**config.mk**
```make
export PLATFORM = sky130hd
export DESIGN_NAME = ifetch_unit
export DESIGN_NICKNAME = d
export VERILOG_FILES = /design/src/rtl/ifetch_unit_pkg.sv /design/src/rtl/ifetch_queue.sv /design/src/rtl/ifetch_unit.sv
export SDC_FILE = /design/constraint.sdc
export NUM_CORES = 1
export LEC_CHECK = 0
export CORE_MARGIN = 1.5
export CORE_UTILIZATION = 50
export DETAILED_ROUTE_END_ITERATION = 16
export PLACE_DENSITY = 0.79
export SYNTH_ARGS = -nofsm -noshare
export SYNTH_HDL_FRONTEND = slang
export SYNTH_SLANG_ARGS = --single-unit
```
**constraint.sdc**
```tcl
create_clock -name HCLK -period 6.6 [get_ports HCLK]
set_input_delay 1.32 -clock HCLK [delete_from_list [all_inputs] [get_ports HCLK]]
set_output_delay 1.32 -clock HCLK [all_outputs]
set_load 0.01 [all_outputs]
```
**src/rtl/ifetch_unit_pkg.sv**
```systemverilog
// Shared definitions for the instruction fetch stage.
//   XLEN / ILEN      : address and instruction widths
//   IFQ_DEPTH        : depth of the fetch queue
//   ifq_entry_t      : one queued instruction {pc, instr, fault}
//   FAULT_* / PUSH_* : fault flag encoding and push-count encodings
package ifetch_unit_pkg;

   localparam int XLEN      = 64;
   localparam int ILEN      = 32;
   localparam int IFQ_DEPTH = 4;
   localparam int IFQ_CNT_W = 3;   // holds 0..IFQ_DEPTH

   localparam logic FAULT_NONE  = 1'b0;
   localparam logic FAULT_FETCH = 1'b1;

   localparam logic [1:0] PUSH_NONE = 2'd0;
   localparam logic [1:0] PUSH_ONE  = 2'd1;
   localparam logic [1:0] PUSH_TWO  = 2'd2;

   typedef struct packed {
      logic [XLEN-1:0] pc;
      logic [ILEN-1:0] instr;
      logic            fault;
   } ifq_entry_t;

endpackage

```
**src/rtl/ifetch_queue.sv**
```systemverilog
// Four-entry instruction FIFO with a two-wide push port and one-wide pop port.
//   i_clk, i_rst      : clock, synchronous active-high reset
//   i_flush           : empties the queue; pushes and pops that cycle are dropped
//   i_push_cnt        : number of entries to push this cycle (0..2)
//   i_push0, i_push1  : entries to push, i_push0 first
//   i_pop             : remove the head entry (ignored when empty)
//   o_valid, o_head   : head entry and its valid flag
//   o_count           : number of occupied entries (0..4)
// Handshake: an entry leaves when o_valid and i_pop are both high at a rising
// edge; the caller never pushes more entries than there are free slots.
module ifetch_queue
   import ifetch_unit_pkg::*;
(
   input  logic                 i_clk,
   input  logic                 i_rst,
   input  logic                 i_flush,
   input  logic [1:0]           i_push_cnt,
   input  ifq_entry_t           i_push0,
   input  ifq_entry_t           i_push1,
   input  logic                 i_pop,
   output logic                 o_valid,
   output ifq_entry_t           o_head,
   output logic [IFQ_CNT_W-1:0] o_count
);

   ifq_entry_t           r_mem [IFQ_DEPTH];
   logic [1:0]           r_rd_ptr;
   logic [1:0]           r_wr_ptr;
   logic [IFQ_CNT_W-1:0] r_count;
   logic                 w_pop;
   logic                 w_write;

   assign w_pop   = i_pop && (r_count != '0);
   assign w_write = !i_rst && !i_flush;

   always_ff @(posedge i_clk) begin
      if (i_rst) begin
         r_rd_ptr <= '0;
         r_wr_ptr <= '0;
         r_count  <= '0;
      end else if (i_flush) begin
         r_rd_ptr <= '0;
         r_wr_ptr <= '0;
         r_count  <= '0;
      end else begin
         r_wr_ptr <= r_wr_ptr + i_push_cnt;
         if (w_pop) begin
            r_rd_ptr <= r_rd_ptr + 2'd1;
         end
         r_count <= r_count + {1'b0, i_push_cnt} - {2'b00, w_pop};
      end
   end

   // Storage carries no reset; occupancy alone decides what is valid.
   always_ff @(posedge i_clk) begin
      if (w_write && (i_push_cnt != PUSH_NONE)) begin
         r_mem[r_wr_ptr] <= i_push0;
      end
      if (w_write && (i_push_cnt == PUSH_TWO)) begin
         r_mem[r_wr_ptr + 2'd1] <= i_push1;
      end
   end

   assign o_valid = (r_count != '0);
   assign o_head  = r_mem[r_rd_ptr];
   assign o_count = r_count;

endmodule

```
**src/rtl/ifetch_unit.sv**
```systemverilog
// Instruction fetch stage in front of the instruction ROM.
// Owns the fetch PC, addresses the ROM one 64-bit line at a time, splits each
// line into 32-bit instructions and queues them for decode.
//   HCLK, HRESET          : clock, synchronous active-high reset
//   HADDR, HWDATA, HRDATA : ROM line address (8-byte aligned), write data (0),
//                           combinational read data for HADDR (little-endian)
//   redirect_valid/_pc    : load a new fetch PC and flush the queue
//   if_valid/if_ready     : decode handshake; the head moves when both are high
//   if_pc/if_instr/if_fault : head entry, zeroed while if_valid is low
//   o_dbg_count/_halted   : queue occupancy and halted flag for observation
module ifetch_unit
   import ifetch_unit_pkg::*;
#(
   parameter logic [XLEN-1:0] RESET_PC  = 64'h0,
   parameter logic [XLEN-1:0] ROM_START = 64'h0,
   parameter int unsigned     ROM_SIZE  = 256
) (
   input  logic                 HCLK,
   input  logic                 HRESET,
   output logic [XLEN-1:0]      HADDR,
   output logic [XLEN-1:0]      HWDATA,
   input  logic [XLEN-1:0]      HRDATA,
   input  logic                 redirect_valid,
   input  logic [XLEN-1:0]      redirect_pc,
   output logic                 if_valid,
   input  logic                 if_ready,
   output logic [XLEN-1:0]      if_pc,
   output logic [ILEN-1:0]      if_instr,
   output logic                 if_fault,
   output logic [IFQ_CNT_W-1:0] o_dbg_count,
   output logic                 o_dbg_halted
);

   localparam logic [XLEN-1:0] LINE_LIMIT = XLEN'(ROM_SIZE) - XLEN'(8);

   logic [XLEN-1:0]      r_fetch_pc;
   logic                 r_halted;

   logic [XLEN-1:0]      w_line;
   logic                 w_legal;
   logic                 w_fetch;
   logic [1:0]           w_push_cnt;
   ifq_entry_t           w_push0;
   ifq_entry_t           w_push1;
   logic [XLEN-1:0]      w_next_pc;
   logic                 w_set_halt;
   logic                 w_q_valid;
   ifq_entry_t           w_q_head;
   logic [IFQ_CNT_W-1:0] w_q_count;

   assign w_line = {r_fetch_pc[XLEN-1:3], 3'b000};
   // Lower bound first so the offset subtraction cannot wrap.
   assign w_legal = (w_line >= ROM_START) && ((w_line - ROM_START) < LINE_LIMIT);
   // Registered count only: a pop in this cycle does not open room for a fetch.
   assign w_fetch = !r_halted && (w_q_count <= 3'd2) && !redirect_valid;

   always_comb begin
      w_push_cnt = PUSH_NONE;
      w_push0    = '0;
      w_push1    = '0;
      w_next_pc  = r_fetch_pc;
      w_set_halt = 1'b0;
      if (w_fetch) begin
         if (w_legal && (r_fetch_pc[1:0] == 2'b00)) begin
            if (!r_fetch_pc[2]) begin
               w_push_cnt = PUSH_TWO;
               w_push0    = '{pc: r_fetch_pc, instr: HRDATA[31:0], fault: FAULT_NONE};
               w_push1    = '{pc: r_fetch_pc + 64'd4, instr: HRDATA[63:32], fault: FAULT_NONE};
               w_next_pc  = r_fetch_pc + 64'd8;
            end else begin
               w_push_cnt = PUSH_ONE;
               w_push0    = '{pc: r_fetch_pc, instr: HRDATA[63:32], fault: FAULT_NONE};
               w_next_pc  = r_fetch_pc + 64'd4;
            end
         end else begin
            // Emit one fault marker, then stop until redirected or reset.
            w_push_cnt = PUSH_ONE;
            w_push0    = '{pc: r_fetch_pc, instr: '0, fault: FAULT_FETCH};
            w_set_halt = 1'b1;
         end
      end
   end

   always_ff @(posedge HCLK) begin
      if (HRESET) begin
         r_fetch_pc <= RESET_PC;
         r_halted   <= 1'b0;
      end else if (redirect_valid) begin
         r_fetch_pc <= redirect_pc;
         r_halted   <= 1'b0;
      end else begin
         r_fetch_pc <= w_next_pc;
         if (w_set_halt) begin
            r_halted <= 1'b1;
         end
      end
   end

   ifetch_queue u_queue (
      .i_clk      (HCLK),
      .i_rst      (HRESET),
      .i_flush    (redirect_valid),
      .i_push_cnt (w_push_cnt),
      .i_push0    (w_push0),
      .i_push1    (w_push1),
      .i_pop      (if_ready),
      .o_valid    (w_q_valid),
      .o_head     (w_q_head),
      .o_count    (w_q_count)
   );

   assign HADDR        = w_line;
   assign HWDATA       = '0;
   assign if_valid     = w_q_valid;
   assign if_pc        = w_q_valid ? w_q_head.pc    : '0;
   assign if_instr     = w_q_valid ? w_q_head.instr : '0;
   assign if_fault     = w_q_valid && w_q_head.fault;
   assign o_dbg_count  = w_q_count;
   assign o_dbg_halted = r_halted;

endmodule

```
==> summary.md <==
| Metric | Value |
|---|---|
| Sequential fraction of the synthesis area | `a little under three fifths` |
| Adder-cell area share of the yosys netlist | `less than 1%` |
| Synthesized area per cell | `between 10 and 15 um^2` |
| Layout area overhead | `18.1%` |
| Post-DRT Antenna Nets | `0` |
| Synthesized area | `23,400 um^2` |
| Hold Buf Count CTS | `0` |
| Detailed placer's ending HPWL | `36,700 um` |
| Largest family of logic cells by synthesized area | `simple AND/OR/NAND/NOR gates` |
| Initial Util | `between 50% and 60%` |
| CP Max Fanout | `73` |
| Hold depth | `2` |
| Row count | `79` |
| Post-CTS sizing | `0` |
| Critical Path AT | `between 3 and 4 ns` |
| Pins over their slew limit | `0` |
| Gate Count Post-Synth | `2,014` |
| Vias | `between 15,000 and 20,000` |
| Status | `complete, no violations` |
| Power, Total | `roughly 0.0069 W` |
| Total of warnings raised by yosys | `0` |
| Post-synth top area cell | `edfxtp_1` |
| Final hold violation count | `0` |
| Post-Synth Simple-Gate Area | `~14%` |
| Drt pass-1 iters | `5` |
| FF-to-FF path depth | `7` |
| Worst vdd rail ir drop | `roughly 0.21 mV` |
| CP Cell Sequence | `buf_4 -> mux4_2 -> and2_1 -> clkdlybuf4s50_1` |
| Fin Setup TNS | `0 ns` |
| Post-route setup slack | `around 1.9 ns` |
| All-layer global routing usage | `25.5%` |
| Largest net degree at the start of global routing | `between 100 and 150` |
| Top area cells in the synthesized netlist | `edfxtp_1, mux4_2, dfxtp_1` |
| Critical path class | `reg -> out` |
| Cts bufs inserted | `47` |
| Area of the core | `46,400 um^2` |
| Routed WL | `between 60,000 and 70,000 um` |
| Dpl ws | `about 1.7 ns` |
| Clock transition at path regs | `approximately 0.060 ns` |
| Required time of the worst setup path | `between 5 and 6 ns` |
| Initial antenna violation count | `10` |
| Avg WL per Cell | `about 22 um` |
| Die Area | `between 40,000 and 50,000 um^2` |
| Die Height | `~220 um` |
| Rel. slew slack | `17.9%` |
| Mux share of post-synthesis cell area | `11.8%` |
| Filler Cells Inserted | `between 3,000 and 4,000` |
| Commonest non-fill, non-tap cell in the layout | `edfxtp_1` |
| Share of layout cells above drive strength 1 | `between 10 and 15%` |
| First-pass GRT wire length | `93,700 um` |
| Max Fclk | `between 200 and 250 MHz` |
| Worst hold path class | `reg -> reg` |
| Actual slew at the worst max-slew pin | `roughly 1.2 ns` |
| Fin nets | `about 2,300` |
| Initial DRC Count | `approximately 1,900` |
| Largest stage delay, worst path | `~1.1 ns` |
| MaxCap Viol Count | `0` |
| Via density | `6.04` |
| CTS tree | `done` |
| Compound-Gate Fraction of Synth Area | `a little over a tenth` |
| Post-synth EDFFs | `about 380` |
| Crit share post-route | `71.9%` |
| #FFs+latches synth | `462` |
| Prevailing post-synth register cell | `edfxtp_1` |
| Final Non-Filler Cells | `about 2,800` |
| Port buffer count | `just under 300` |
| Lkg Pwr | `8.65 nW` |
| Synth unique cells | `53` |
| Number of global-route vias before repair | `about 17,000` |
| Placed cells | `around 2,700` |
| Xor/xnor share of the synthesized area | `0.225%` |
| CP endpoint kind | `primary output` |
| H-tree levels | `2` |
| Total I/O pin count | `between 300 and 400` |
| Async set or reset register ratio after synthesis | `0%` |
| Post-route DRC violation count | `0` |
| Clock latency on the worst-skew pair | `slightly below 0.6 ns` |
| Most frequent cells in the layout | `edfxtp_1, clkdlybuf4s50_1, nor2_1` |
| RSZ-0062 raised after global routing | `false` |
| Startpoint Class | `flip-flop` |
| Clk buf depth | `3` |
| Die W | `approximately 220 um` |
| Fin crit period | `4.75 ns` |
| Cell Pwr Density | `roughly 250 nW/um^2` |
| Worst path slowest cell | `dfxtp_4` |
| Setup Viol. Count Final | `0` |
| Grt ovf | `0` |
| Top cell type's share of synthesized area | `49.3%` |
| Setup Skew | `~0.012 ns` |
| CTS Root Cell | `clkbuf_16` |
| Post-CTS Setup Inserts | `0` |
| CTS sink cnt | `between 400 and 500` |
| RePlAce Congestion | `just over 0.8` |
where the power goes:
group	internal, W	switching [W]
Clock	0.00166	0.00113
Combinational	0.000397	0.000434
Sequential	0.00320	0.0000674
cell usage after synthesis (3+ instances only):
library cell  instances
buf_2                25
xnor2_1               3
mux4_2               97
a21o_1               32
edfxtp_1            384
a21oi_1             157
or4_1                 4
o21ai_1               3
buf_1                26
ha_1                  5
buf_4               129
a211oi_1             33
nand4_1               7
o2bb2ai_1             3
nand3_1              72
and2_1              105
o311ai_1              3
nor3_1                4
nor4_1               16
a21boi_1             27
dfxtp_1              78
inv_1                 7
clkbuf_1            130
a22o_1               64
xor2_1                3
mux2i_1              57
and3_1               34
nor2_1              266
nand2_1             176
a221oi_1             32
through the flow:
stage	util, %	instance area (um^2)	hold WS, ns
detailed placement	56.1	26000	0.468
global route	59.6	27600	0.493
global placement	56.1	26000	0.460
finish	59.6	27600	0.477
floorplan	-	23600	0.442
CTS	59.6	27600	0.477
worst paths after layout:
| check | slack (ns) | from | end |
|---|---|---|---|
| setup / recovery | 1.85 | flip-flop | if_instr[0] |
| hold / removal | 0.48 | u_queue.r_mem[2][0]$_SDFFE_PP0N_ | u_queue.r_mem[2][0]$_SDFFE_PP0N_ |
| setup reg to reg | 2.19 | r_fetch_pc[27]$_SDFFE_PP0N_ | u_queue.r_mem[2][19]$_DFFE_PP_ |
| hold reg to reg | 0.48 | u_queue.r_mem[2][0]$_SDFFE_PP0N_ | u_queue.r_mem[2][0]$_SDFFE_PP0N_ |
worst max-delay path: cells and delay by family (launching register included):
kind / cells / cell delay (ns)
DFF: 1 / 1.12
buffers and inverters: 2 / 1.11
muxes: 1 / 0.37
and+or+nand+nor: 1 / 0.17
state kept, by name, summed over array words and instances, names as in the netlist, named ones only:
register          count
o_dbg_halted          1
u_queue.r_rd_ptr      2
u_queue.r_mem       388
r_fetch_pc           64
u_queue.o_count       3
u_queue.r_wr_ptr      2
per-layer routing:
metal / wire length (um) / global-route usage (%) / vias up
li1: - / - / 7482
met1: 23600 / 32.3 / 8288
met2: 30300 / 42.9 / 891
met3: 6370 / 6.14 / 138
met4: 1720 / 8.72 / 18
met5: 118 / 0 / -
final cells by class:
| type | instances | area [um^2] | area share, % |
|---|---|---|---|
| repair buffers | 319 | 3150 | 11.4 |
| inverters | 9 | 36.3 | 0.131 |
| flip-flops and latches | 462 | 13100 | 47.4 |
| well taps | 607 | 759 | 2.75 |
| clock buffers | 61 | 1330 | 4.82 |
| diodes | 2 | 5.00 | 0.0181 |
| clock inverters | 27 | 304 | 1.10 |
| multi-input cells | 1299 | 8950 | 32.4 |
cell families after synthesis:
group	after synthesis
muxes	154
AOI/OAI and AO/OA	370
other	1
and+or+nand+nor	696
DFF	462
xor gates and xnor gates	6
buffers and inverters	319
adders and majority gates	6
No activity file was read; power rests on OpenSTA's default activity.
